--- config.mk ---
export PLATFORM = sky130hd
export DESIGN_NAME = ascii_int32_converter_flat
export DESIGN_NICKNAME = d
export VERILOG_FILES = /design/src/rtl/ascii_int32_converter_pkg.sv /design/src/rtl/ascii_int32_converter_if.sv /design/src/rtl/ascii_int32_converter_dec_digit_mac.sv /design/src/rtl/ascii_int32_converter.sv /design/src/flat_wrapper.sv
export SDC_FILE = /design/constraint.sdc
export NUM_CORES = 1
export LEC_CHECK = 0
export CORE_MARGIN = 2
export CORE_UTILIZATION = 30
export CTS_BUF_LIST = sky130_fd_sc_hd__clkbuf_4 sky130_fd_sc_hd__clkbuf_8
export CTS_CLUSTER_DIAMETER = 40
export CTS_CLUSTER_SIZE = 40
export DETAILED_ROUTE_END_ITERATION = 7
export SYNTH_ARGS = -nofsm -noshare
export SYNTH_HDL_FRONTEND = slang
export SYNTH_HIERARCHICAL = 1
export SYNTH_SLANG_ARGS = --single-unit
--- constraint.sdc ---
create_clock -name clk -period 22.4 [get_ports clk]
set_input_delay 4.48 -clock clk [delete_from_list [all_inputs] [get_ports clk]]
set_output_delay 4.48 -clock clk [all_outputs]
set_load 0.05 [all_outputs]
--- src/rtl/ascii_int32_converter_pkg.sv ---
// Shared types and constants for the ascii_num_sep number path.
package ascii_num_pkg;

    localparam int unsigned CHAR_W = 8;
    localparam int unsigned DATA_W = 32;
    localparam int unsigned MAG_W  = 34;
    localparam int unsigned PROD_W = 38;

    typedef enum logic [1:0] {
        ERR_OK       = 2'd0,
        ERR_BAD_CHAR = 2'd1,
        ERR_OVERFLOW = 2'd2,
        ERR_EMPTY    = 2'd3
    } err_t;

    typedef enum logic [1:0] {
        ST_IDLE   = 2'd0,
        ST_ACCUM  = 2'd1,
        ST_FINISH = 2'd2
    } conv_state_t;

    // Running conversion state for the token being accumulated
    typedef struct packed {
        logic [MAG_W-1:0] mag;
        logic             neg;
        logic             seen_digit;
        logic             bad_char;
        logic             ovf;
    } acc_t;

    localparam logic [CHAR_W-1:0] ASCII_MINUS   = 8'h2D;
    localparam logic [CHAR_W-1:0] ASCII_ZERO    = 8'h30;
    localparam logic [CHAR_W-1:0] ASCII_NINE    = 8'h39;
    localparam logic [CHAR_W-1:0] ASCII_SPACE   = 8'h20;
    localparam logic [DATA_W-1:0] INT32_MAX     = 32'h7FFF_FFFF;
    localparam logic [MAG_W-1:0]  INT32_MIN_MAG = 34'h0_8000_0000;

    function automatic logic is_digit(input logic [CHAR_W-1:0] c);
        return (c >= ASCII_ZERO) && (c <= ASCII_NINE);
    endfunction

endpackage

--- src/rtl/ascii_int32_converter_if.sv ---
// Character stream in, conversion result out.
interface ascii_int32_converter_if;
    import ascii_num_pkg::*;

    logic              num_start;
    logic [CHAR_W-1:0] num_char;
    logic              num_valid;
    logic              num_end;
    logic              result_valid;
    logic [DATA_W-1:0] result_value;
    err_t              result_err;

    modport master (
        output num_start, num_char, num_valid, num_end,
        input  result_valid, result_value, result_err
    );

    modport slave (
        input  num_start, num_char, num_valid, num_end,
        output result_valid, result_value, result_err
    );
endinterface

--- src/rtl/ascii_int32_converter_dec_digit_mac.sv ---
// Combinational mag*10+digit with clamp to the signed INT32 limit.
module dec_digit_mac
    import ascii_num_pkg::*;
(
    input  logic [MAG_W-1:0] mag_in,
    input  logic [3:0]       digit,
    input  logic             neg,
    output logic [MAG_W-1:0] mag_out_c,
    output logic             ovf_c
);
    logic [PROD_W-1:0] prod;
    logic [PROD_W-1:0] limit;

    // Wide product so any 34-bit input is compared without wrap
    always_comb begin
        prod      = PROD_W'(mag_in) * PROD_W'(10) + PROD_W'(digit);
        limit     = neg ? PROD_W'(INT32_MIN_MAG) : PROD_W'(INT32_MAX);
        ovf_c     = prod > limit;
        mag_out_c = ovf_c ? MAG_W'(limit) : MAG_W'(prod);
    end
endmodule

--- src/rtl/ascii_int32_converter.sv ---
// Converts one decimal character token into a signed 32-bit result.
module ascii_int32_converter
    import ascii_num_pkg::*;
#(
    parameter int unsigned CNT_W    = 11,
    parameter bit          SATURATE = 1'b1
) (
    input  logic                    clk,
    input  logic                    rst_n,
    input  logic                    clear,
    ascii_int32_converter_if.slave  bus,
    output logic [CNT_W-1:0]        conv_count,
    output logic [CNT_W-1:0]        err_count
);
    conv_state_t       state_q, state_d;
    acc_t              acc_q, acc_d;
    acc_t              base_c, step_c;
    logic              result_valid_q, result_valid_d;
    logic [DATA_W-1:0] value_q, value_d;
    err_t              err_q, err_d;
    logic [CNT_W-1:0]  conv_q, conv_d;
    logic [CNT_W-1:0]  errc_q, errc_d;
    logic              tok_start_c;
    logic              done_c;
    logic [MAG_W-1:0]  mac_mag_c;
    logic              mac_ovf_c;

    function automatic logic [CNT_W-1:0] sat_inc(input logic [CNT_W-1:0] v);
        return (&v) ? v : v + CNT_W'(1);
    endfunction

    assign tok_start_c = bus.num_start & bus.num_valid;

    dec_digit_mac u_mac (
        .mag_in    (base_c.mag),
        .digit     (bus.num_char[3:0]),
        .neg       (base_c.neg),
        .mag_out_c (mac_mag_c),
        .ovf_c     (mac_ovf_c)
    );

    // Apply the current character to the running token (fresh on num_start)
    always_comb begin
        base_c = tok_start_c ? '0 : acc_q;
        step_c = base_c;
        if (bus.num_char == ASCII_MINUS) begin
            if (tok_start_c) step_c.neg      = 1'b1;
            else             step_c.bad_char = 1'b1;
        end else if (is_digit(bus.num_char)) begin
            step_c.mag        = mac_mag_c;
            step_c.ovf        = base_c.ovf | mac_ovf_c;
            step_c.seen_digit = 1'b1;
        end else begin
            step_c.bad_char = 1'b1;
        end
    end

    // Next state, result selection and counters
    always_comb begin
        state_d        = state_q;
        acc_d          = acc_q;
        result_valid_d = 1'b0;
        value_d        = value_q;
        err_d          = err_q;
        conv_d         = conv_q;
        errc_d         = errc_q;
        done_c         = 1'b0;

        case (state_q)
            ST_ACCUM: begin
                if (bus.num_valid) acc_d  = step_c;
                if (bus.num_end)   done_c = 1'b1;
            end
            ST_IDLE, ST_FINISH: begin
                state_d = ST_IDLE;
                if (tok_start_c) begin
                    acc_d   = step_c;
                    state_d = ST_ACCUM;
                    done_c  = bus.num_end;
                end
            end
            default: state_d = ST_IDLE;
        endcase

        if (done_c) begin
            state_d        = ST_FINISH;
            result_valid_d = 1'b1;
            if (acc_d.bad_char) begin
                err_d   = ERR_BAD_CHAR;
                value_d = '0;
            end else if (!acc_d.seen_digit) begin
                err_d   = ERR_EMPTY;
                value_d = '0;
            end else if (acc_d.ovf) begin
                err_d = ERR_OVERFLOW;
                if (!SATURATE)      value_d = '0;
                else if (acc_d.neg) value_d = DATA_W'(INT32_MIN_MAG);
                else                value_d = INT32_MAX;
            end else begin
                err_d   = ERR_OK;
                value_d = acc_d.neg ? DATA_W'(-acc_d.mag) : DATA_W'(acc_d.mag);
            end
            conv_d = sat_inc(conv_q);
            if (err_d != ERR_OK) errc_d = sat_inc(errc_q);
            acc_d = '0;
        end

        if (clear) begin
            state_d        = ST_IDLE;
            acc_d          = '0;
            result_valid_d = 1'b0;
            value_d        = '0;
            err_d          = ERR_OK;
            conv_d         = '0;
            errc_d         = '0;
        end
    end

    // State and output registers
    always_ff @(posedge clk or negedge rst_n) begin
        if (!rst_n) begin
            state_q        <= ST_IDLE;
            acc_q          <= '0;
            result_valid_q <= 1'b0;
            value_q        <= '0;
            err_q          <= ERR_OK;
            conv_q         <= '0;
            errc_q         <= '0;
        end else begin
            state_q        <= state_d;
            acc_q          <= acc_d;
            result_valid_q <= result_valid_d;
            value_q        <= value_d;
            err_q          <= err_d;
            conv_q         <= conv_d;
            errc_q         <= errc_d;
        end
    end

    assign bus.result_valid = result_valid_q;
    assign bus.result_value = value_q;
    assign bus.result_err   = err_q;
    assign conv_count       = conv_q;
    assign err_count        = errc_q;
endmodule

--- src/flat_wrapper.sv ---
// flat-port wrapper written by rule: the top's interface ports become plain ports
module ascii_int32_converter_flat import ascii_num_pkg::*;
#(
    parameter int unsigned CNT_W    = 11,
    parameter bit          SATURATE = 1'b1
)
  (clk, rst_n, clear, conv_count, err_count, bus_num_start, bus_num_char, bus_num_valid, bus_num_end, bus_result_valid, bus_result_value, bus_result_err);
  ascii_int32_converter_if bus_i ();
  input  logic clk;
  input  logic rst_n;
  input  logic clear;
  output logic [CNT_W-1:0] conv_count;
  output logic [CNT_W-1:0] err_count;
  input wire logic [$bits(bus_i.num_start)-1:0] bus_num_start;
  input wire logic [$bits(bus_i.num_char)-1:0] bus_num_char;
  input wire logic [$bits(bus_i.num_valid)-1:0] bus_num_valid;
  input wire logic [$bits(bus_i.num_end)-1:0] bus_num_end;
  output wire logic [$bits(bus_i.result_valid)-1:0] bus_result_valid;
  output wire logic [$bits(bus_i.result_value)-1:0] bus_result_value;
  output wire logic [$bits(bus_i.result_err)-1:0] bus_result_err;
  assign bus_i.num_start = bus_num_start;
  assign bus_i.num_char = bus_num_char;
  assign bus_i.num_valid = bus_num_valid;
  assign bus_i.num_end = bus_num_end;
  assign bus_result_valid = bus_i.result_valid;
  assign bus_result_value = bus_i.result_value;
  assign bus_result_err = bus_i.result_err;
  ascii_int32_converter #(.CNT_W(CNT_W), .SATURATE(SATURATE)) u_core (.clk(clk), .rst_n(rst_n), .clear(clear), .bus(bus_i), .conv_count(conv_count), .err_count(err_count));
endmodule
After elaboration in Yosys (flattened, before gate mapping)
Cells that the tools add are included.
- add/sub/neg operators: 4
- multipliers: 1
- magnitude comparators: 3
- equal/unequal tests: 6
- muxes and demuxes: 48
- bitwise operators: 2
- reductions and logical operators: 10
- operators by type and width (operator ; count):
    $mux 32 ; 8
    $mux 38 ; 5
    $mux 34 ; 3
    $mux 11 ; 7
    $pmux 38 s2 ; 1
    $add 38x4->38 ; 1
    $gt 38x32->1 ; 1
    $mul 34x3->37 const B ; 1
    $neg 32->32 ; 1
    $add 11x1->11 const B ; 2
    $reduce_and 11->1 ; 2
    $mux 2 ; 8
    $mux 1 ; 14
    $eq 8x6->1 const B ; 1
    $ge 8x6->1 const B ; 1
    $le 8x6->1 const B ; 1
    $reduce_bool 2->1 ; 3
    $ne 2x2->1 const B ; 2
    $pmux 2 s2 ; 1
    $ne 3x2->1 const B ; 1
    $reduce_and 3->1 ; 1
    $eq 2x1->1 const B ; 1
    $eq 2x2->1 const B ; 1
    $logic_not 2->1 ; 1
    other kinds (6) ; 6
- register bits after elaboration: 97
- input bits: 14
- output and inout bits: 57

Depth between registers and ports, before layout
- depth in word-level cells: 18
- mapped depth: 41

Hierarchy
The synthesis kept the hierarchy.
- modules (own cells, without submodules) (module ; instances ; cells an instance ; area an instance (um^2) ; sequential area each (um^2)):
    ascii_int32_converter ; 1 ; 665 ; 5977.0 ; 2427.3
    dec_digit_mac ; 1 ; 600 ; 4689.5 ; 0.0

Worst setup path before layout
No wires, ideal clock.
- kind: in2reg
- start point: in bus_num_valid
- end point: reg u_core.value_q[29], in the netlist u_core/bus.result_value[29]
- setup time: 0.129 ns
- arrival: 12.846 ns
- data required time: 22.271 ns
- path slack: 9.425 ns
- stages: 40
- buffers on the path: 4
- path through: buf_4 > nand2_1 > clkbuf_1 > and2_1 > ha_1 > ha_1 > inv_1 > fa_1 > and2b_1 > o2111ai_2 > a32oi_1 > xor2_1 > nor4b_1 > nand4_1 > nor4_1 > and3_1 > nand3_1 > xnor2_1 > [4 not listed] > o21ai_0 > a2111oi_0 > o21a_1 > a21oi_1 > o21ai_0 > o221ai_1 > a2111oi_4 > buf_6 > mux2_4 > nor3_1 > nand2b_1 > o311ai_0 > and4bb_1 > and4_4 > and2_1 > buf_6 > a21oi_2 > a2111o_1
- RTL lines (element ; RTL line ; RTL):
    start, declared ; flat_wrapper.sv:16 ; input wire logic [$bits(bus_i.num_valid)-1:0] bus_num_valid;
    end signal, assigned ; ascii_int32_converter.sv:133 ; value_q <= value_d;
    end, declared ; ascii_int32_converter.sv:19 ; logic [DATA_W-1:0] value_q, value_d;

==> impl_metrics.ini <==
[sta]
finalSetupViolCount = 0
worst_pin_slew_ns = 0.995
min_period_ns = 15.48
rsz0062_at_grt = no
finalMaxSlewViolations = 0
hold_slack_ns = 0.493
finalCritPeriodShare_pct = 69.1
finClkSkew_ns = 0.0114
tns_ns = 0
hold_violations = 0
max_freq_mhz = 64.6
slew_headroom_pct = 33.5

[detailed_routing]
routed_wl_mm = 32.9
drc = 0
drt-vias-per-instance = 5.81
drt-wirelength-per-cell_um = 18.7
vias = 10200
ant_nets = 0
drt_first_pass_iters = 6
drt_iter0_markers = 816

[pwr]
power_frac_seq_pct = 50.9
intPower_uw = 248
p_total_uw = 350
switching_share_pct = 29.2
p_leak_nw = 5.27
clkPwrFrac_pct = 34.5
power.switching_uw = 102
power_frac_comb_pct = 14.6
power_density_nw_per_um2 = 29.4
peakVddDrop_mv = 0.0365

[run]
max_cap_violations = 0

[global_routing]
grt_use_total_pct = 17.7
grt_max_degree = 64
grt_pass1_vias = 9946
grt_pass1_wl_mm = 52.8
antenna_found_initial = 1
overflow = 0

[clock_network]
root_buffer = clkbuf_8
clkLatencyLatePin_ns = 0.38
cts_buffers = 9
cts.clk_slew.worst_paths_ns = 0.09
postCtsSetupBuffers = 0
cts_buffer_depth = 2
cts.repair.resized = 0
htreeDepth = 3
ctsHoldBuffers = 0
clock_sinks = 97
cts_tree = built

[cells_and_area]
diodes = 0
fillCellCount = 3660
area_delta_synth_final_pct = 11.6
fin_util_pct = 33.7
layout.cells.non_filler = 1757
drive_gt1_share_pct = 9.18
nets = 1408

[critical_path]
max_stage_delay_ns = 0.88
cpMostUsedCell = ha_1
cp.arrival_ns = 15.74
required_ns = 22.66
start_kind = primary input
path_class = primary input to flip-flop
cp_max_fo = 33
cp-end-kind = flip-flop
critPathSlowestCell = clkdlybuf4s50_1

[die]
fp.dieW_um = 193
die_h_um = 193
io_pins = 71
start_util_pct = 30.2
core_area_um2 = 35300
fp-row-count = 69
dieArea_um2 = 37100

[placement]
port_buffers = 70
place_inst = 1741
hpwl_mm = 25.5
gp_congestion = 0.926

[synthesis]
avgSynthCellArea_um2 = 8.43
synth_cell_type_count = 114
syn_area_um2 = 10700
synth_edf_count = 0
ys.flop_type = dfrtp_1
yosys_warnings = 6
synthCells = 1265
async_flop_share_pct = 100
synth_seq_cells = 97
seq_area_frac_synth_pct = 22.8

[status]
outcome = finished, final reports clean

[min_path]
min_path_type = flip-flop to flip-flop
[synthesized netlist by cell type, drive strengths merged, types with 21 or more instances]
| library cell | n | area share, % |
|---|---|---|
| clkbuf | 39 | 1.4 |
| or3 | 21 | 1.3 |
| a22oi | 28 | 2.1 |
| inv | 29 | 1.0 |
| mux2 | 33 | 4.5 |
| xor2 | 30 | 2.5 |
| nor2 | 122 | 4.3 |
| buf | 36 | 2.4 |
| ha | 101 | 12 |
| nor3 | 37 | 1.7 |
| and2 | 42 | 2.5 |
| dfrtp | 97 | 23 |
| nand2 | 82 | 2.9 |
| xnor2 | 33 | 2.7 |
| o21ai | 62 | 3.0 |
| a21o | 30 | 2.1 |
| a21oi | 80 | 4.0 |
| a211oi | 21 | 1.6 |
| nand3 | 40 | 1.9 |
| nand4 | 34 | 2.2 |
[metal layers]
layer / global-route usage (%) / wire length (um) / vias to the layer above
met2: 29.9 / 15600 / 362
met5: 0 / 0 / -
met1: 22.7 / 14100 / 4909
met3: 2.51 / 1790 / 82
li1: - / - / 4848
met4: 7.05 / 1340 / 0
[power groups by stage]
stage,combinational (mW),sequential (mW),clock [mW]
floorplan,0.0327,0.184,0
global placement,0.0504,0.181,0
detailed placement,0.0507,0.181,0
CTS,0.0509,0.178,0.123
global route,0.0557,0.178,0.131
finish,0.0511,0.178,0.121
[stage by stage]
stage               worst slack (ns)  instance area (um^2)
floorplan                       9.43                 10700
global placement                7.11                 11700
detailed placement              6.69                 11700
CTS                             7.08                 11900
global route                    5.88                 11900
finish                          6.92                 11900
[area by class of cell]
type	instances	area, um^2	area share, %
repair buffers	89	841	7.06
multi-input cells	1065	7740	65.1
well taps	461	577	4.85
inverters	29	109	0.914
clock buffers	10	138	1.16
clock inverters	6	67.6	0.568
flip-flops and latches	97	2430	20.4
[path summary, 6_finish.rpt]
check | start | endpoint | slack, ns | depth (start not counted)
max in group asynchronous | rst_n | u_core/acc_q[26] | 17.15 | 2
hold / removal | u_core/bus.result_value[22] | u_core/bus.result_value[22] | 0.49 | 2
min in group asynchronous | rst_n | u_core/conv_count[1] | 4.05 | 1
hold reg to reg | u_core/bus.result_value[22] | u_core/bus.result_value[22] | 0.49 | 2
setup reg to reg | u_core/acc_q[5] | u_core/bus.result_value[29] | 12.29 | 36
setup / recovery | bus_num_valid | u_core/bus.result_value[29] | 6.92 | 38
[cells by family (layout without fill, tap and decap cells)]
family	count (synthesis)	after routing	share of synthesized area (%)
compound gates	386	386	26.6
xor+xnor	64	64	5.38
fa+ha+maj	103	103	12.2
buf+inv	104	134	4.77
flops	97	97	22.8
mux	37	37	4.84
other cells	1	2	0.0352
simple gates	473	473	23.4
[layout by cell type (no fill, tap or decap), drive strengths merged, types with 9 or more instances in the layout]
master	n
nor2	122
ha	101
dfrtp	97
nand2	82
a21oi	80
clkdlybuf4s50	69
o21ai	62
and2	42
nand3	40
nor3	37
nand4	34
xnor2	33
mux2	33
xor2	30
a21o	30
inv	29
a22oi	28
or3	21
a211oi	21
buf	20
a22o	18
a31oi	18
o211ai	17
nor2b	15
and3	14
nor4	14
o21a	14
clkbuf	10
o221ai	9
o311ai	9
[critical path: cells and delay by family]
| family | cells | cell delay, ns |
|---|---|---|
| and+or+nand+nor | 13 | 4.43 |
| AOI/OAI and AO/OA | 15 | 3.42 |
| buffers and inverters | 3 | 1.47 |
| adders and majority gates | 4 | 1.06 |
| muxes | 1 | 0.43 |
| xor gates and xnor gates | 2 | 0.42 |
[registers in the layout, summed over array words and instances, names as in the netlist]
| register | flops |
|---|---|
| u_core/acc_q | 38 |
| u_core/bus.result_value | 32 |
| u_core/conv_count | 11 |
| u_core/err_count | 11 |
| u_core/bus.result_err | 2 |
| u_core/state_q | 2 |
| u_core/bus.result_valid | 1 |
(Power assumes the default switching activity.)
